--- config.mk ---
export PLATFORM = sky130hd
export DESIGN_NAME = control_unit_flat
export DESIGN_NICKNAME = d
export VERILOG_FILES = /design/src/rtl/control_unit_if.sv /design/src/rtl/control_unit.sv /design/src/flat_wrapper.sv
export SDC_FILE = /design/constraint.sdc
export NUM_CORES = 1
export LEC_CHECK = 0
export ABC_AREA = 1
export BUFFER_PORTS_ARGS = -buffer_cell sky130_fd_sc_hd__buf_2
export CAP_MARGIN = 20
export CORE_ASPECT_RATIO = 1.25
export CORE_MARGIN = 8
export CORE_UTILIZATION = 40
export DETAILED_ROUTE_END_ITERATION = 10
export GPL_ROUTABILITY_DRIVEN = 0
export GPL_TIMING_DRIVEN = 0
export PLACE_DENSITY = 0.64
export REMOVE_ABC_BUFFERS = 1
export SYNTH_ARGS = -nofsm -noshare
export SYNTH_HDL_FRONTEND = slang
export SYNTH_SLANG_ARGS = --single-unit
--- constraint.sdc ---
create_clock -name clk -period 5.6 [get_ports clk]
set_input_delay 1.4 -clock clk [delete_from_list [all_inputs] [get_ports clk]]
set_output_delay 1.4 -clock clk [all_outputs]
set_load 0.02 [all_outputs]
--- src/rtl/control_unit_if.sv ---
// control_unit_if: IR/CON inputs and all datapath
// control strobes driven by the mini-SRC control unit.
interface control_unit_if;
  logic [31:0] ir;
  logic        con_ff;
  logic        PCout;
  logic        Zlowout;
  logic        ZHighout;
  logic        HIout;
  logic        LOout;
  logic        InPortout;
  logic        MDRout;
  logic        Cout;
  logic        PCin;
  logic        IRin;
  logic        MARin;
  logic        MDRin;
  logic        Yin;
  logic        HIin;
  logic        LOin;
  logic        ZHIin;
  logic        ZLOin;
  logic        CONin;
  logic        outportin;
  logic        Gra;
  logic        Grb;
  logic        Grc;
  logic        Rin;
  logic        Rout;
  logic        BAout;
  logic        IncPC;
  logic        Read;
  logic        Write;
  logic [4:0]  operation;
  logic        run;

  modport master (
    input  ir, con_ff,
    output PCout, Zlowout, ZHighout, HIout,
    output LOout, InPortout, MDRout, Cout,
    output PCin, IRin, MARin, MDRin, Yin,
    output HIin, LOin, ZHIin, ZLOin, CONin,
    output outportin,
    output Gra, Grb, Grc, Rin, Rout, BAout,
    output IncPC, Read, Write,
    output operation, run
  );

  modport slave (
    output ir, con_ff,
    input  PCout, Zlowout, ZHighout, HIout,
    input  LOout, InPortout, MDRout, Cout,
    input  PCin, IRin, MARin, MDRin, Yin,
    input  HIin, LOin, ZHIin, ZLOin, CONin,
    input  outportin,
    input  Gra, Grb, Grc, Rin, Rout, BAout,
    input  IncPC, Read, Write,
    input  operation, run
  );
endinterface

--- src/rtl/control_unit.sv ---
// control_unit: hardwired Moore sequencer for mini-SRC.
// Outputs are registered from the next state and IR.
module control_unit (
  input  logic            clk,
  input  logic            clr,
  input  logic            stop,
  control_unit_if.master  bus
);

  typedef enum logic [3:0] {
    S_RST, S_F0, S_F1, S_F2, S_DEC,
    S_E3, S_E4, S_E5, S_E6, S_E7, S_HALT
  } state_e;

  typedef struct packed {
    logic       PCout;
    logic       Zlowout;
    logic       ZHighout;
    logic       HIout;
    logic       LOout;
    logic       InPortout;
    logic       MDRout;
    logic       Cout;
    logic       PCin;
    logic       IRin;
    logic       MARin;
    logic       MDRin;
    logic       Yin;
    logic       HIin;
    logic       LOin;
    logic       ZHIin;
    logic       ZLOin;
    logic       CONin;
    logic       outportin;
    logic       Gra;
    logic       Grb;
    logic       Grc;
    logic       Rin;
    logic       Rout;
    logic       BAout;
    logic       IncPC;
    logic       Read;
    logic       Write;
    logic [4:0] operation;
    logic       run;
  } ctl_t;

  localparam logic [4:0] OP_ADD = 5'b00011;

  state_e state_q, state_d;
  state_e last;
  state_e fin;
  ctl_t   out_q, out_d;
  logic [4:0] op;
  logic   unused_ir;

  logic c_ld, c_ldi, c_st, c_alu3, c_imm;
  logic c_md, c_alu2, c_br, c_jr, c_jal;
  logic c_in, c_out, c_mfhi, c_mflo;
  logic c_nop, c_halt;

  assign op        = bus.ir[31:27];
  assign unused_ir = ^bus.ir[26:0];

  assign c_ld   = (op == 5'd0);
  assign c_ldi  = (op == 5'd1);
  assign c_st   = (op == 5'd2);
  assign c_alu3 = (op >= 5'd3) && (op <= 5'd11);
  assign c_imm  = (op >= 5'd12) && (op <= 5'd14);
  assign c_md   = (op == 5'd15) || (op == 5'd16);
  assign c_alu2 = (op == 5'd17) || (op == 5'd18);
  assign c_br   = (op == 5'd19);
  assign c_jr   = (op == 5'd20);
  assign c_jal  = (op == 5'd21);
  assign c_in   = (op == 5'd22);
  assign c_out  = (op == 5'd23);
  assign c_mfhi = (op == 5'd24);
  assign c_mflo = (op == 5'd25);
  assign c_nop  = (op == 5'd26) || (op[4:2] == 3'b111);
  assign c_halt = (op == 5'd27);

  assign fin = stop ? S_HALT : S_F0;

  // Final execute step of the decoded class
  always_comb begin
    last = S_DEC;
    unique case (1'b1)
      c_jr | c_in | c_out | c_mfhi | c_mflo:
        last = S_E3;
      c_jal | c_alu2:
        last = S_E4;
      c_alu3 | c_imm | c_ldi:
        last = S_E5;
      c_md | c_br:
        last = S_E6;
      c_ld | c_st:
        last = S_E7;
      default:
        last = S_DEC;
    endcase
  end

  // Next-state sequencing
  always_comb begin
    state_d = state_q;
    unique case (state_q)
      S_RST:  state_d = S_F0;
      S_F0:   state_d = S_F1;
      S_F1:   state_d = S_F2;
      S_F2:   state_d = S_DEC;
      S_DEC:
        if (c_halt)     state_d = S_HALT;
        else if (c_nop) state_d = fin;
        else            state_d = S_E3;
      S_E3:
        state_d = (last == S_E3) ? fin : S_E4;
      S_E4:
        state_d = (last == S_E4) ? fin : S_E5;
      S_E5:
        state_d = (last == S_E5) ? fin : S_E6;
      S_E6:
        state_d = (last == S_E6) ? fin : S_E7;
      S_E7:   state_d = fin;
      S_HALT: state_d = S_HALT;
      default: state_d = S_RST;
    endcase
  end

  // Control word for the state being entered
  always_comb begin
    out_d     = '0;
    out_d.run = (state_d != S_RST) &&
                (state_d != S_HALT);
    unique case (state_d)
      S_F0: begin
        out_d.PCout = 1'b1;
        out_d.MARin = 1'b1;
        out_d.IncPC = 1'b1;
        out_d.ZLOin = 1'b1;
      end
      S_F1: begin
        out_d.Zlowout = 1'b1;
        out_d.PCin    = 1'b1;
        out_d.Read    = 1'b1;
        out_d.MDRin   = 1'b1;
      end
      S_F2: begin
        out_d.MDRout = 1'b1;
        out_d.IRin   = 1'b1;
      end
      S_E3: begin
        unique case (1'b1)
          c_alu3 | c_imm: begin
            out_d.Grb  = 1'b1;
            out_d.Rout = 1'b1;
            out_d.Yin  = 1'b1;
          end
          c_alu2: begin
            out_d.Grb       = 1'b1;
            out_d.Rout      = 1'b1;
            out_d.operation = op;
            out_d.ZLOin     = 1'b1;
          end
          c_md: begin
            out_d.Gra  = 1'b1;
            out_d.Rout = 1'b1;
            out_d.Yin  = 1'b1;
          end
          c_ld | c_ldi | c_st: begin
            out_d.Grb   = 1'b1;
            out_d.BAout = 1'b1;
            out_d.Yin   = 1'b1;
          end
          c_br: begin
            out_d.Gra   = 1'b1;
            out_d.Rout  = 1'b1;
            out_d.CONin = 1'b1;
          end
          c_jr: begin
            out_d.Gra  = 1'b1;
            out_d.Rout = 1'b1;
            out_d.PCin = 1'b1;
          end
          c_jal: begin
            out_d.PCout = 1'b1;
            out_d.Grb   = 1'b1;
            out_d.Rin   = 1'b1;
          end
          c_in: begin
            out_d.InPortout = 1'b1;
            out_d.Gra       = 1'b1;
            out_d.Rin       = 1'b1;
          end
          c_out: begin
            out_d.Gra       = 1'b1;
            out_d.Rout      = 1'b1;
            out_d.outportin = 1'b1;
          end
          c_mfhi: begin
            out_d.HIout = 1'b1;
            out_d.Gra   = 1'b1;
            out_d.Rin   = 1'b1;
          end
          c_mflo: begin
            out_d.LOout = 1'b1;
            out_d.Gra   = 1'b1;
            out_d.Rin   = 1'b1;
          end
          default: ;
        endcase
      end
      S_E4: begin
        unique case (1'b1)
          c_alu3: begin
            out_d.Grc       = 1'b1;
            out_d.Rout      = 1'b1;
            out_d.operation = op;
            out_d.ZLOin     = 1'b1;
          end
          c_alu2: begin
            out_d.Zlowout = 1'b1;
            out_d.Gra     = 1'b1;
            out_d.Rin     = 1'b1;
          end
          c_imm: begin
            out_d.Cout      = 1'b1;
            out_d.operation = op;
            out_d.ZLOin     = 1'b1;
          end
          c_md: begin
            out_d.Grb       = 1'b1;
            out_d.Rout      = 1'b1;
            out_d.operation = op;
            out_d.ZHIin     = 1'b1;
            out_d.ZLOin     = 1'b1;
          end
          c_ld | c_ldi | c_st: begin
            out_d.Cout      = 1'b1;
            out_d.operation = OP_ADD;
            out_d.ZLOin     = 1'b1;
          end
          c_br: begin
            out_d.PCout = 1'b1;
            out_d.Yin   = 1'b1;
          end
          c_jal: begin
            out_d.Gra  = 1'b1;
            out_d.Rout = 1'b1;
            out_d.PCin = 1'b1;
          end
          default: ;
        endcase
      end
      S_E5: begin
        unique case (1'b1)
          c_alu3 | c_imm | c_ldi: begin
            out_d.Zlowout = 1'b1;
            out_d.Gra     = 1'b1;
            out_d.Rin     = 1'b1;
          end
          c_md: begin
            out_d.Zlowout = 1'b1;
            out_d.LOin    = 1'b1;
          end
          c_ld | c_st: begin
            out_d.Zlowout = 1'b1;
            out_d.MARin   = 1'b1;
          end
          c_br: begin
            out_d.Cout      = 1'b1;
            out_d.operation = OP_ADD;
            out_d.ZLOin     = 1'b1;
          end
          default: ;
        endcase
      end
      S_E6: begin
        unique case (1'b1)
          c_md: begin
            out_d.ZHighout = 1'b1;
            out_d.HIin     = 1'b1;
          end
          c_ld: begin
            out_d.Read  = 1'b1;
            out_d.MDRin = 1'b1;
          end
          c_st: begin
            out_d.Gra   = 1'b1;
            out_d.Rout  = 1'b1;
            out_d.MDRin = 1'b1;
          end
          c_br: begin
            out_d.Zlowout = bus.con_ff;
            out_d.PCin    = bus.con_ff;
          end
          default: ;
        endcase
      end
      S_E7: begin
        unique case (1'b1)
          c_ld: begin
            out_d.MDRout = 1'b1;
            out_d.Gra    = 1'b1;
            out_d.Rin    = 1'b1;
          end
          c_st:
            out_d.Write = 1'b1;
          default: ;
        endcase
      end
      default: ;
    endcase
  end

  // State and registered control word
  always_ff @(posedge clk) begin
    if (!clr) begin
      state_q <= S_RST;
      out_q   <= '0;
    end else begin
      state_q <= state_d;
      out_q   <= out_d;
    end
  end

  assign bus.PCout     = out_q.PCout;
  assign bus.Zlowout   = out_q.Zlowout;
  assign bus.ZHighout  = out_q.ZHighout;
  assign bus.HIout     = out_q.HIout;
  assign bus.LOout     = out_q.LOout;
  assign bus.InPortout = out_q.InPortout;
  assign bus.MDRout    = out_q.MDRout;
  assign bus.Cout      = out_q.Cout;
  assign bus.PCin      = out_q.PCin;
  assign bus.IRin      = out_q.IRin;
  assign bus.MARin     = out_q.MARin;
  assign bus.MDRin     = out_q.MDRin;
  assign bus.Yin       = out_q.Yin;
  assign bus.HIin      = out_q.HIin;
  assign bus.LOin      = out_q.LOin;
  assign bus.ZHIin     = out_q.ZHIin;
  assign bus.ZLOin     = out_q.ZLOin;
  assign bus.CONin     = out_q.CONin;
  assign bus.outportin = out_q.outportin;
  assign bus.Gra       = out_q.Gra;
  assign bus.Grb       = out_q.Grb;
  assign bus.Grc       = out_q.Grc;
  assign bus.Rin       = out_q.Rin;
  assign bus.Rout      = out_q.Rout;
  assign bus.BAout     = out_q.BAout;
  assign bus.IncPC     = out_q.IncPC;
  assign bus.Read      = out_q.Read;
  assign bus.Write     = out_q.Write;
  assign bus.operation = out_q.operation;
  assign bus.run       = out_q.run;

endmodule
--- src/flat_wrapper.sv ---
// flat-port wrapper written by rule: the top's interface ports become plain ports
module control_unit_flat 
  (clk, clr, stop, bus_ir, bus_con_ff, bus_PCout, bus_Zlowout, bus_ZHighout, bus_HIout, bus_LOout, bus_InPortout, bus_MDRout, bus_Cout, bus_PCin, bus_IRin, bus_MARin, bus_MDRin, bus_Yin, bus_HIin, bus_LOin, bus_ZHIin, bus_ZLOin, bus_CONin, bus_outportin, bus_Gra, bus_Grb, bus_Grc, bus_Rin, bus_Rout, bus_BAout, bus_IncPC, bus_Read, bus_Write, bus_operation, bus_run);
  control_unit_if bus_i ();
  input  logic clk;
  input  logic clr;
  input  logic stop;
  input wire logic [$bits(bus_i.ir)-1:0] bus_ir;
  input wire logic [$bits(bus_i.con_ff)-1:0] bus_con_ff;
  output wire logic [$bits(bus_i.PCout)-1:0] bus_PCout;
  output wire logic [$bits(bus_i.Zlowout)-1:0] bus_Zlowout;
  output wire logic [$bits(bus_i.ZHighout)-1:0] bus_ZHighout;
  output wire logic [$bits(bus_i.HIout)-1:0] bus_HIout;
  output wire logic [$bits(bus_i.LOout)-1:0] bus_LOout;
  output wire logic [$bits(bus_i.InPortout)-1:0] bus_InPortout;
  output wire logic [$bits(bus_i.MDRout)-1:0] bus_MDRout;
  output wire logic [$bits(bus_i.Cout)-1:0] bus_Cout;
  output wire logic [$bits(bus_i.PCin)-1:0] bus_PCin;
  output wire logic [$bits(bus_i.IRin)-1:0] bus_IRin;
  output wire logic [$bits(bus_i.MARin)-1:0] bus_MARin;
  output wire logic [$bits(bus_i.MDRin)-1:0] bus_MDRin;
  output wire logic [$bits(bus_i.Yin)-1:0] bus_Yin;
  output wire logic [$bits(bus_i.HIin)-1:0] bus_HIin;
  output wire logic [$bits(bus_i.LOin)-1:0] bus_LOin;
  output wire logic [$bits(bus_i.ZHIin)-1:0] bus_ZHIin;
  output wire logic [$bits(bus_i.ZLOin)-1:0] bus_ZLOin;
  output wire logic [$bits(bus_i.CONin)-1:0] bus_CONin;
  output wire logic [$bits(bus_i.outportin)-1:0] bus_outportin;
  output wire logic [$bits(bus_i.Gra)-1:0] bus_Gra;
  output wire logic [$bits(bus_i.Grb)-1:0] bus_Grb;
  output wire logic [$bits(bus_i.Grc)-1:0] bus_Grc;
  output wire logic [$bits(bus_i.Rin)-1:0] bus_Rin;
  output wire logic [$bits(bus_i.Rout)-1:0] bus_Rout;
  output wire logic [$bits(bus_i.BAout)-1:0] bus_BAout;
  output wire logic [$bits(bus_i.IncPC)-1:0] bus_IncPC;
  output wire logic [$bits(bus_i.Read)-1:0] bus_Read;
  output wire logic [$bits(bus_i.Write)-1:0] bus_Write;
  output wire logic [$bits(bus_i.operation)-1:0] bus_operation;
  output wire logic [$bits(bus_i.run)-1:0] bus_run;
  assign bus_i.ir = bus_ir;
  assign bus_i.con_ff = bus_con_ff;
  assign bus_PCout = bus_i.PCout;
  assign bus_Zlowout = bus_i.Zlowout;
  assign bus_ZHighout = bus_i.ZHighout;
  assign bus_HIout = bus_i.HIout;
  assign bus_LOout = bus_i.LOout;
  assign bus_InPortout = bus_i.InPortout;
  assign bus_MDRout = bus_i.MDRout;
  assign bus_Cout = bus_i.Cout;
  assign bus_PCin = bus_i.PCin;
  assign bus_IRin = bus_i.IRin;
  assign bus_MARin = bus_i.MARin;
  assign bus_MDRin = bus_i.MDRin;
  assign bus_Yin = bus_i.Yin;
  assign bus_HIin = bus_i.HIin;
  assign bus_LOin = bus_i.LOin;
  assign bus_ZHIin = bus_i.ZHIin;
  assign bus_ZLOin = bus_i.ZLOin;
  assign bus_CONin = bus_i.CONin;
  assign bus_outportin = bus_i.outportin;
  assign bus_Gra = bus_i.Gra;
  assign bus_Grb = bus_i.Grb;
  assign bus_Grc = bus_i.Grc;
  assign bus_Rin = bus_i.Rin;
  assign bus_Rout = bus_i.Rout;
  assign bus_BAout = bus_i.BAout;
  assign bus_IncPC = bus_i.IncPC;
  assign bus_Read = bus_i.Read;
  assign bus_Write = bus_i.Write;
  assign bus_operation = bus_i.operation;
  assign bus_run = bus_i.run;
  control_unit u_core (.clk(clk), .clr(clr), .stop(stop), .bus(bus_i));
endmodule
==> impl_metrics.xml, run 1 <==
<?xml version="1.0" encoding="UTF-8"?>
<metrics>
  <group name="run_status">
    <metric name="run_status" unit="">complete, no violations</metric>
  </group>
  <group name="cts">
    <metric name="insertion_delay" unit="ps">290</metric>
    <metric name="cts_root_buf" unit="">clkbuf_8</metric>
    <metric name="cts.reportedPaths.clkPinSlew" unit="ps">70</metric>
    <metric name="tritoncts_num_sinks" unit="">37</metric>
    <metric name="post_cts.resized_instances" unit="">0</metric>
    <metric name="numCtsBuffers" unit="">5</metric>
    <metric name="tritoncts" unit="">yes</metric>
    <metric name="cts_htree_levels" unit="">2</metric>
    <metric name="post-cts-setup-buffer-count" unit="">0</metric>
    <metric name="clock_path_buffers" unit="">2</metric>
    <metric name="cts-hold-fix-buffers" unit="">0</metric>
  </group>
  <group name="setup_path">
    <metric name="critPathCaptureType" unit="">flop</metric>
    <metric name="cp_data_required_time" unit="ps">5820</metric>
    <metric name="worst_stage_delay_on_the_critical_path" unit="ps">240</metric>
    <metric name="setup.reg_to_reg.worst_slack" unit="ps">3470</metric>
    <metric name="critical_path_class" unit="">in -&gt; reg</metric>
    <metric name="critical-path-slowest-cell" unit="">nand3_1</metric>
    <metric name="arrival" unit="ps">3040</metric>
    <metric name="r2r_start" unit="">u_core.state_q[2]</metric>
    <metric name="rr_worst_depth" unit="">10</metric>
    <metric name="critical_path.cell_chain" unit="">buf_2 -&gt; inv_2 -&gt; nor2_1 -&gt; nand2_2 -&gt; nand3_1 -&gt; o2111ai_1 -&gt; nand2_1 -&gt; nor2_1 -&gt; nand2_1 -&gt; nor3_2</metric>
    <metric name="cp_max_fo" unit="">10</metric>
    <metric name="startpoint_type" unit="">input port</metric>
    <metric name="regToRegEndpoint" unit="">u_core.bus.operation[3]</metric>
  </group>
  <group name="min_path">
    <metric name="worst_hold_end" unit="">u_core.bus.IRin</metric>
    <metric name="min_path_cells" unit="">1</metric>
    <metric name="hold_path_class" unit="">reg -&gt; reg</metric>
    <metric name="hp-start" unit="">u_core.state_q[2]</metric>
  </group>
  <group name="pwr">
    <metric name="vdd.ir_drop.worst" unit="V">0.000165</metric>
    <metric name="power.density_cell_area" unit="nW/µm²">294</metric>
    <metric name="static-leakage-power" unit="nW">1.27</metric>
  </group>
  <group name="cells_and_area">
    <metric name="final_net_count" unit="">376</metric>
    <metric name="drive_gt1_share" unit="%">29.3</metric>
    <metric name="flow.area_growth_from_synthesis" unit="%">19.6</metric>
    <metric name="num_antenna_cells" unit="">0</metric>
    <metric name="post_layout_nonfiller_instances" unit="">403</metric>
    <metric name="flip_flop_count_of_the_largest_register_all_copies_and_words_added" unit="">5</metric>
  </group>
  <group name="sta">
    <metric name="setup_tns_final" unit="ps">0</metric>
    <metric name="tightestPinTransition" unit="ps">441</metric>
    <metric name="final-setup-viol-count" unit="">0</metric>
    <metric name="finalHoldWorstSlack" unit="ps">520</metric>
    <metric name="clock.fmax" unit="MHz">355</metric>
    <metric name="clock-skew-final" unit="ps">2.82</metric>
    <metric name="period_share" unit="%">50.3</metric>
    <metric name="timing.final.max_slew_violations" unit="">0</metric>
    <metric name="max_slew_margin" unit="%">70.5</metric>
    <metric name="grt_setup_unrepaired" unit="">false</metric>
    <metric name="finalCriticalPeriod" unit="ps">2820</metric>
    <metric name="timing.final.hold_violations" unit="">0</metric>
  </group>
  <group name="grt">
    <metric name="largest_net_degree_at_the_start_of_global_routing" unit="">16</metric>
    <metric name="antenna_found_initial" unit="">0</metric>
    <metric name="grt_pass1_vias" unit="">1971</metric>
    <metric name="global_route_wire_length_before_repair" unit="mm">8.75</metric>
    <metric name="grt_remaining_overflow" unit="">0</metric>
    <metric name="gr-usage-all-layers" unit="%">14.5</metric>
  </group>
  <group name="route">
    <metric name="drc" unit="">0</metric>
    <metric name="routed_wl" unit="mm">5.04</metric>
    <metric name="detail-route-antenna-nets" unit="">0</metric>
    <metric name="routedWlPerCell" unit="µm">12.5</metric>
    <metric name="vias_post_dr" unit="">1999</metric>
    <metric name="vias_per_cell" unit="">4.96</metric>
    <metric name="first_pass_iters" unit="">4</metric>
    <metric name="drt-initial-drc-count" unit="">125</metric>
  </group>
  <group name="run">
    <metric name="number_of_max_capacitance_violations_reported" unit="">0</metric>
  </group>
  <group name="die">
    <metric name="start_util" unit="%">40.4</metric>
    <metric name="die_width" unit="µm">79.4</metric>
    <metric name="io_pins" unit="">70</metric>
    <metric name="die_h" unit="µm">95.3</metric>
    <metric name="placementRows" unit="">29</metric>
    <metric name="design.core.area" unit="µm²">4970</metric>
    <metric name="die-area" unit="µm²">7570</metric>
  </group>
  <group name="synth">
    <metric name="proportion_of_netlist_area_held_by_the_largest_area_contributor" unit="%">36.8</metric>
    <metric name="synthTopCellsByCount" unit="">nand2_1 (64), nor2_1 (43), dfxtp_1 (37)</metric>
    <metric name="syn_avg_cell_area" unit="µm²">6.79</metric>
    <metric name="post_synth_instance_area" unit="µm²">2010</metric>
    <metric name="yosysWarnings" unit="">0</metric>
    <metric name="synthTopCellsByArea" unit="">dfxtp_1 (37%), nand2_1 (12%), nor2_1 (8.0%), nand3_1 (7.2%), inv_1 (5.8%)</metric>
    <metric name="ys_ff_latch" unit="">37</metric>
    <metric name="synth-async-reset-ratio" unit="%">0</metric>
    <metric name="synthMostInstantiatedCell" unit="">nand2_1</metric>
    <metric name="post-synth-top-area-cell" unit="">dfxtp_1</metric>
    <metric name="synth-edff-count" unit="">0</metric>
    <metric name="synth-seq-area-share" unit="%">36.8</metric>
    <metric name="netlist_instances" unit="">296</metric>
    <metric name="synthFlopType" unit="">dfxtp_1</metric>
    <metric name="yosysUniqueCellTypes" unit="">29</metric>
  </group>
  <group name="place">
    <metric name="placement.io_buffers" unit="">42</metric>
    <metric name="hpwlAfterDp" unit="mm">4.08</metric>
    <metric name="dp.cells" unit="">395</metric>
  </group>
</metrics>
==> worst max path at each step <==
stage / startpoint / end / slack, ps / cells past startpoint
2_1_floorplan: bus_ir[30] / u_core.bus.Zlowout / 2990 / 15
3_3_place_gp: bus_ir[31] / u_core.bus.operation[4] / 2480 / 10
3_5_place_dp: bus_ir[31] / u_core.bus.operation[3] / 2500 / 10
4_1_cts: bus_ir[31] / u_core.bus.operation[3] / 2800 / 10
5_1_grt: bus_ir[31] / u_core.bus.operation[4] / 2560 / 10
6_report: bus_ir[31] / u_core.bus.operation[3] / 2780 / 10
==> cells by family after synthesis <==
logic type	synth area share, %
AO/OA/AOI/OAI	6.60
buffers and inverters	9.83
flip-flops	36.8
AND/OR/NAND/NOR	46.7
==> where the power goes <==
part,internal (mW),switching [mW]
Sequential,0.279,0.00547
Combinational,0.0448,0.104
Clock,0.179,0.0945
Total,0.503,0.204
==> worst max-delay path: cells and delay by family <==
family	cells	cell delay [ps]
AOI/OAI and AO/OA	1	190
buffers and inverters	2	370
and+or+nand+nor	7	1070
==> placed cells by master (no fill, tap or decap), drive strengths merged <==
master,count
a21boi,1
a21oi,9
buf,42
bufinv,2
clkbuf,5
clkinv,3
dfxtp,37
inv,42
nand2,82
nand3,33
nand3b,1
nand4,3
nor2,56
nor3,10
nor3b,1
nor4,1
o2111ai,1
o21ai,6
o21bai,1
o22ai,4
o41ai,1
==> metrics by stage <==
stage | power (mW) | instance area (µm²) | setup WS, ps | utilization [%]
floorplan | 0.397 | 1980 | 2990 | -
global placement | 0.439 | 2270 | 2480 | 45.6
detailed placement | 0.439 | 2270 | 2500 | 45.6
CTS | 0.715 | 2400 | 2800 | 48.4
global route | 0.744 | 2400 | 2560 | 48.4
finish | 0.707 | 2400 | 2780 | 48.4
==> per-layer routing <==
metal / GRT usage, % / part of all wire [%] / vias up
met2: 25.8 / 49 / 70
met1: 14.8 / 41 / 891
met4: 9.44 / 3.2 / 0
met5: 0 / 0 / -
met3: 3.87 / 6.5 / 15
li1: - / - / 1023
==> layout make-up <==
| type | count | area, µm² |
|---|---|---|
| Clock inverter | 3 | 68.8 |
| Inverter | 44 | 166 |
| Clock buffer | 5 | 68.8 |
| Tap cell | 62 | 77.6 |
| Timing Repair Buffer | 42 | 210 |
| Fill cell | 525 | 2570 |
| Multi-Input combinational cell | 210 | 1070 |
| Sequential cell | 37 | 741 |
No activity file was read; power rests on OpenSTA's default activity.
==> run 2, diff against run 1 <==
Settings changed: ABC_AREA 1 to 0.
Clock period 5.6 ns to 2.9 ns, I/O delays scaled along.
==> run 2 against run 1 <==
Synthesized cell count down 16%. Sequential share of layout area up 0.98 points. Worst setup slack worse by 2600 ps. Non-clock buffer count unchanged. Flip-flop and latch count unchanged. Via count fell by 0.55%. Synthesized area barely moved. Die area hardly changed. Critical path type unchanged. Critical endpoint is now u_core.bus.MDRout. Largest power group unchanged.
==> impl_metrics.xml, run 2 <==
<?xml version="1.0" encoding="UTF-8"?>
<metrics>
  <group name="run_status">
    <metric name="run_status" unit="">complete, no violations</metric>
  </group>
  <group name="route">
    <metric name="vias_per_cell" unit="">5.78</metric>
    <metric name="first_pass_iters" unit="">5</metric>
    <metric name="drc" unit="">0</metric>
    <metric name="detail-route-antenna-nets" unit="">0</metric>
    <metric name="routedWlPerCell" unit="µm">16.4</metric>
    <metric name="vias_post_dr" unit="">1988</metric>
    <metric name="drt-initial-drc-count" unit="">235</metric>
    <metric name="routed_wl" unit="mm">5.65</metric>
  </group>
  <group name="setup_path">
    <metric name="critical_path_class" unit="">in -&gt; reg</metric>
    <metric name="timing.critical_path.from" unit="">bus_ir[31]</metric>
    <metric name="rr_worst_depth" unit="">7</metric>
    <metric name="cp-endpoint" unit="">u_core.bus.MDRout</metric>
    <metric name="cp_max_fo" unit="">26</metric>
    <metric name="regToRegEndpoint" unit="">u_core.bus.operation[3]</metric>
    <metric name="r2r_start" unit="">u_core.state_q[2]</metric>
    <metric name="critPathCaptureType" unit="">flop</metric>
    <metric name="startpoint_type" unit="">input port</metric>
    <metric name="setup.reg_to_reg.worst_slack" unit="ps">300</metric>
    <metric name="arrival" unit="ps">2980</metric>
    <metric name="cp_data_required_time" unit="ps">3120</metric>
  </group>
  <group name="grt">
    <metric name="antenna_found_initial" unit="">0</metric>
    <metric name="global_route_wire_length_before_repair" unit="mm">8.98</metric>
    <metric name="largest_net_degree_at_the_start_of_global_routing" unit="">27</metric>
    <metric name="grt_pass1_vias" unit="">1899</metric>
    <metric name="gr-usage-all-layers" unit="%">14.8</metric>
    <metric name="grt_remaining_overflow" unit="">0</metric>
  </group>
  <group name="die">
    <metric name="placementRows" unit="">29</metric>
    <metric name="die_h" unit="µm">95.3</metric>
    <metric name="start_util" unit="%">40.5</metric>
    <metric name="die_width" unit="µm">79.4</metric>
    <metric name="die-area" unit="µm²">7570</metric>
    <metric name="design.core.area" unit="µm²">4970</metric>
    <metric name="io_pins" unit="">70</metric>
  </group>
  <group name="synth">
    <metric name="synth-edff-count" unit="">0</metric>
    <metric name="ys_ff_latch" unit="">37</metric>
    <metric name="synthXorXnorAreaFrac" unit="%">0</metric>
    <metric name="synth_top_family_by_area" unit="">simple AND/OR/NAND/NOR gates</metric>
    <metric name="yosysUniqueCellTypes" unit="">61</metric>
    <metric name="synthTopCellsByArea" unit="">dfxtp_1 (37%), a21oi_1 (4.7%), nor2_1 (4.3%), nand2_1 (3.5%), nor3_1 (3.5%)</metric>
    <metric name="syn_avg_cell_area" unit="µm²">8.05</metric>
    <metric name="netlist_instances" unit="">250</metric>
    <metric name="synth-async-reset-ratio" unit="%">0</metric>
    <metric name="synth_compound_gate_area_share" unit="%">26.2</metric>
    <metric name="synthMuxAreaShare" unit="%">0</metric>
    <metric name="post-synth-top-area-cell" unit="">dfxtp_1</metric>
    <metric name="proportion_of_netlist_area_held_by_the_largest_area_contributor" unit="%">36.8</metric>
    <metric name="yosysWarnings" unit="">0</metric>
    <metric name="synthTopCellsByCount" unit="">dfxtp_1 (37), nor2_1 (23), a21oi_1 (19), nand2_1 (19), nor3_1 (14)</metric>
    <metric name="synthFlopType" unit="">dfxtp_1</metric>
    <metric name="post_synth_instance_area" unit="µm²">2010</metric>
    <metric name="synth_simple_gate_area_share" unit="%">31.2</metric>
    <metric name="synth-seq-area-share" unit="%">36.8</metric>
    <metric name="synth-adder-area-share" unit="%">0</metric>
    <metric name="synthMostInstantiatedCell" unit="">dfxtp_1</metric>
  </group>
  <group name="min_path">
    <metric name="hold_path_class" unit="">reg -&gt; reg</metric>
    <metric name="min_path_cells" unit="">1</metric>
  </group>
  <group name="sta">
    <metric name="timing.final.hold_violations" unit="">0</metric>
    <metric name="tightestPinTransition" unit="ps">865</metric>
    <metric name="final_setup_margin" unit="ps">139</metric>
    <metric name="finalCriticalPeriod" unit="ps">2760</metric>
    <metric name="clock.fmax" unit="MHz">362</metric>
    <metric name="period_share" unit="%">95.2</metric>
    <metric name="max_slew_margin" unit="%">41.8</metric>
    <metric name="clock-skew-final" unit="ps">2.41</metric>
    <metric name="final-setup-viol-count" unit="">0</metric>
    <metric name="timing.final.max_slew_violations" unit="">0</metric>
  </group>
  <group name="cts">
    <metric name="clock_path_buffers" unit="">2</metric>
    <metric name="tritoncts_num_sinks" unit="">37</metric>
    <metric name="tritoncts" unit="">yes</metric>
    <metric name="cts_root_buf" unit="">clkbuf_8</metric>
    <metric name="insertion_delay" unit="ps">280</metric>
    <metric name="cts_htree_levels" unit="">2</metric>
    <metric name="cts.reportedPaths.clkPinSlew" unit="ps">70</metric>
    <metric name="numCtsBuffers" unit="">5</metric>
  </group>
  <group name="cells_and_area">
    <metric name="num_antenna_cells" unit="">0</metric>
    <metric name="flow.area_growth_from_synthesis" unit="%">15.9</metric>
    <metric name="filler_cell_count" unit="">507</metric>
    <metric name="final_cell_mix" unit="">buf_2 (41), dfxtp_1 (37), nor2_1 (23)</metric>
    <metric name="drive_gt1_share" unit="%">24.1</metric>
    <metric name="layout_commonest_cell" unit="">buf_2</metric>
    <metric name="final_area" unit="µm²">2330</metric>
    <metric name="final_net_count" unit="">318</metric>
    <metric name="flip_flop_count_of_the_largest_register_all_copies_and_words_added" unit="">5</metric>
  </group>
  <group name="place">
    <metric name="placement.io_buffers" unit="">42</metric>
    <metric name="detailedPlace.worstSlack" unit="ps">-213</metric>
    <metric name="hpwlAfterDp" unit="mm">4.18</metric>
    <metric name="post_dp_area" unit="µm²">2210</metric>
  </group>
  <group name="pwr">
    <metric name="post-layout-total-power" unit="mW">1.13</metric>
    <metric name="power.density_cell_area" unit="nW/µm²">487</metric>
    <metric name="static-leakage-power" unit="nW">0.960</metric>
    <metric name="vdd.ir_drop.worst" unit="V">0.000319</metric>
  </group>
  <group name="run">
    <metric name="number_of_max_capacitance_violations_reported" unit="">0</metric>
  </group>
</metrics>
-- run 2: changes by cell type in the layout (fill, tap and decap cells not counted), sizes merged, moves of 6 or more --
cell	change
nand2b	+6
nor3	+6
or3	+6
nor2b	+10
inv	-34
nand3	-24
a21oi	+11
nor2	-31
nand2	-61
-- run 2: worst min path at each step --
stage / from / to / slack [ps]
final: u_core.state_q[3] / u_core.bus.run / 730
after global routing: bus_con_ff / u_core.bus.Zlowout / 770
after CTS: u_core.state_q[3] / u_core.bus.run / 730
after detailed placement: u_core.state_q[3] / u_core.bus.run / 710
after global placement: u_core.state_q[3] / u_core.bus.run / 720
after floorplan: u_core.state_q[1] / u_core.bus.LOin / 600
-- run 2: critical path, stage by stage --
cell and delay (ps):
clkbuf_4 280, or3b_1 560, a21oi_4 230, o21ai_1 100
a311oi_2 360, nand2_2 200, or3_1 380, o22ai_2 140
-- run 2: power breakdown --
| group | internal (mW) | switching (mW) | total (mW) | leakage, nW |
|---|---|---|---|---|
| clock | 0.188 | 0.182 | 0.370 | 0.0433 |
| sequential | 0.528 | 0.0166 | 0.545 | 0.301 |
| combinational | 0.0710 | 0.149 | 0.220 | 0.616 |
-- run 2: repair_timing --
action,4_1_cts,5_1_grt
endpoints found under the setup margin,0,6
resized for setup,0,5
setup buffers,0,0
hold buffers,0,0
-- run 2: cells by family after synthesis --
group	count (synthesis)
AO/OA/AOI/OAI	73
buffers and inverters	25
flip-flops	37
AND/OR/NAND/NOR	115
-- run 2: metrics by stage --
stage               utilization [%]  cells  hold slack [ps]  TNS, ps
floorplan                         -    233              600        0
global placement               44.6    337              718    -1770
detailed placement             44.6    337              712    -1670
CTS                            46.4    344              732        0
global route                   46.9    344              765    -7.53
finish                         46.9    344              727        0
-- run 2: layout make-up --
class / instances / area (µm²) / share of cell area (%)
clock buffers: 6 / 82.6 / 3.54
clock inverters: 1 / 7.51 / 0.322
repair buffers: 42 / 213 / 9.13
flip-flops and latches: 37 / 741 / 31.8
inverters: 8 / 30.0 / 1.29
well taps: 62 / 77.6 / 3.33
multi-input cells: 188 / 1180 / 50.6
-- run 2: per-layer routing --
layer	share of wire [%]	vias to the layer above	GRT usage [%]
li1	-	973	-
met1	40	928	17.3
met2	50	76	25.1
met3	7.9	11	3.58
met4	1.8	0	6.04
met5	0	-	0
==> run 3, diff against run 2 <==
Settings changed: CELL_PAD_IN_SITES_DETAIL_PLACEMENT from default to 1, CELL_PAD_IN_SITES_GLOBAL_PLACEMENT from default to 2, CORE_UTILIZATION 40 to 27, GPL_TIMING_DRIVEN 0 to default, PLACE_DENSITY 0.64 to 0.76.
==> run 3 against run 2 <==
Final area grew 14%. Global-route usage down 0.62 points. Power is 5.4% higher. Sequential share of layout area shrank 3.8 points. Critical path depth rose by 2. Highest routed layer unchanged.
==> impl_metrics.xml, run 3 (synthesis results as in run 2) <==
<?xml version="1.0" encoding="UTF-8"?>
<metrics>
  <group name="run_status">
    <metric name="run_status" unit="">complete, no violations</metric>
  </group>
  <group name="pwr">
    <metric name="power_switching" unit="mW">0.372</metric>
    <metric name="combinational_power_share" unit="%">22.5</metric>
    <metric name="power.share.clock" unit="%">32.3</metric>
    <metric name="vdd.ir_drop.worst" unit="V">0.000160</metric>
    <metric name="power.density_cell_area" unit="nW/µm²">452</metric>
    <metric name="p_sw_share" unit="%">31.1</metric>
    <metric name="seq_power_share" unit="%">45.1</metric>
    <metric name="post-layout-total-power" unit="mW">1.20</metric>
    <metric name="static-leakage-power" unit="nW">1.15</metric>
    <metric name="cellInternalPower" unit="mW">0.824</metric>
  </group>
  <group name="die">
    <metric name="start_util" unit="%">27.5</metric>
    <metric name="placementRows" unit="">35</metric>
    <metric name="die_h" unit="µm">113</metric>
    <metric name="die-area" unit="µm²">10500</metric>
    <metric name="design.core.area" unit="µm²">7310</metric>
    <metric name="die_width" unit="µm">93.2</metric>
    <metric name="io_pins" unit="">70</metric>
  </group>
  <group name="grt">
    <metric name="grt_remaining_overflow" unit="">0</metric>
    <metric name="grt_pass1_vias" unit="">2246</metric>
    <metric name="global_route_wire_length_before_repair" unit="mm">11.8</metric>
    <metric name="largest_net_degree_at_the_start_of_global_routing" unit="">26</metric>
    <metric name="antenna_found_initial" unit="">0</metric>
    <metric name="gr-usage-all-layers" unit="%">14.1</metric>
  </group>
  <group name="sta">
    <metric name="clock-skew-final" unit="ps">7.01</metric>
    <metric name="final-setup-viol-count" unit="">0</metric>
    <metric name="timing.final.max_slew_violations" unit="">0</metric>
    <metric name="timing.final.hold_violations" unit="">0</metric>
    <metric name="period_share" unit="%">89.4</metric>
    <metric name="finalHoldWorstSlack" unit="ps">610</metric>
    <metric name="tightestPinTransition" unit="ps">494</metric>
    <metric name="clock.fmax" unit="MHz">386</metric>
    <metric name="grt_setup_unrepaired" unit="">false</metric>
    <metric name="final_setup_margin" unit="ps">307</metric>
    <metric name="max_slew_margin" unit="%">67.1</metric>
    <metric name="finalCriticalPeriod" unit="ps">2590</metric>
    <metric name="setup_tns_final" unit="ps">0</metric>
  </group>
  <group name="cells_and_area">
    <metric name="finalCoreUtilization" unit="%">36.2</metric>
    <metric name="final_net_count" unit="">356</metric>
    <metric name="flow.area_growth_from_synthesis" unit="%">31.5</metric>
    <metric name="drive_gt1_share" unit="%">32.4</metric>
    <metric name="final_area" unit="µm²">2650</metric>
    <metric name="num_antenna_cells" unit="">0</metric>
    <metric name="final_cell_mix" unit="">buf_2 (42), buf_4 (37), dfxtp_1 (37)</metric>
    <metric name="flip_flop_count_of_the_largest_register_all_copies_and_words_added" unit="">5</metric>
    <metric name="post_layout_nonfiller_instances" unit="">413</metric>
    <metric name="layout_commonest_cell" unit="">buf_2</metric>
  </group>
  <group name="setup_path">
    <metric name="critPathCaptureType" unit="">flop</metric>
    <metric name="critical_path_class" unit="">in -&gt; reg</metric>
    <metric name="cp_max_fo" unit="">10</metric>
    <metric name="timing.critical_path.from" unit="">bus_ir[29]</metric>
    <metric name="arrival" unit="ps">2770</metric>
    <metric name="startpoint_type" unit="">input port</metric>
    <metric name="cp_data_required_time" unit="ps">3080</metric>
    <metric name="r2r_start" unit="">u_core.state_q[2]</metric>
  </group>
  <group name="min_path">
    <metric name="hp-start" unit="">u_core.state_q[1]</metric>
    <metric name="hold_path_class" unit="">reg -&gt; reg</metric>
  </group>
  <group name="cts">
    <metric name="numCtsBuffers" unit="">5</metric>
    <metric name="cts.reportedPaths.clkPinSlew" unit="ps">80</metric>
    <metric name="tritoncts_num_sinks" unit="">37</metric>
    <metric name="post_cts.resized_instances" unit="">0</metric>
    <metric name="post-cts-setup-buffer-count" unit="">0</metric>
    <metric name="tritoncts" unit="">yes</metric>
    <metric name="clock_path_buffers" unit="">2</metric>
    <metric name="cts_root_buf" unit="">clkbuf_8</metric>
    <metric name="insertion_delay" unit="ps">290</metric>
    <metric name="cts-hold-fix-buffers" unit="">0</metric>
    <metric name="cts_htree_levels" unit="">2</metric>
  </group>
  <group name="route">
    <metric name="vias_per_cell" unit="">5.14</metric>
    <metric name="vias_post_dr" unit="">2121</metric>
    <metric name="drc" unit="">0</metric>
    <metric name="routedWlPerCell" unit="µm">17.7</metric>
    <metric name="routed_wl" unit="mm">7.30</metric>
    <metric name="drt-initial-drc-count" unit="">101</metric>
    <metric name="first_pass_iters" unit="">4</metric>
    <metric name="detail-route-antenna-nets" unit="">0</metric>
  </group>
  <group name="place">
    <metric name="placement.io_buffers" unit="">42</metric>
    <metric name="detailedPlace.worstSlack" unit="ps">-29.6</metric>
    <metric name="post_dp_area" unit="µm²">2550</metric>
    <metric name="hpwlAfterDp" unit="mm">5.68</metric>
    <metric name="dp.cells" unit="">405</metric>
  </group>
  <group name="run">
    <metric name="number_of_max_capacitance_violations_reported" unit="">0</metric>
  </group>
</metrics>
## run 3: per-layer routing
metal	GRT usage [%]	routed length, µm	vias to the layer above
li1	-	-	1053
met1	15.5	3040	1013
met2	26.6	3880	49
met3	3.00	334	6
met4	2.91	49	0
met5	0	0	-
## run 3: critical path, cell delays in order
cell and delay, ps:
buf_2 160, buf_4 170, nor3b_1 260, o21ai_1 190
o221ai_1 260, o2111ai_2 250, nor3_4 330, nor3_2 70
buf_4 170, and3_1 170
## run 3: area by class of cell
class	count	area, µm²
inverters	8	30.0
fillers	897	4670
multi-input cells	188	1160
clock inverters	2	13.8
clock buffers	6	82.6
flip-flops and latches	37	741
well taps	92	115
repair buffers	80	508
## run 3: worst paths after layout
check | slack, ps | cells after the start | end
max | 310 | 10 | u_core.bus.operation[3]
min | 610 | 3 | u_core.bus.run
max reg2reg | 480 | 8 | u_core.bus.MDRout
min reg2reg | 610 | 3 | u_core.bus.run
## run 3: power groups by stage
stage	Sequential (mW)	Combinational, mW	Clock [mW]
6_report	0.540	0.269	0.386
5_1_grt	0.542	0.294	0.415
4_1_cts	0.540	0.271	0.399
3_5_place_dp	0.551	0.269	0
3_3_place_gp	0.551	0.267	0
2_1_floorplan	0.574	0.118	0
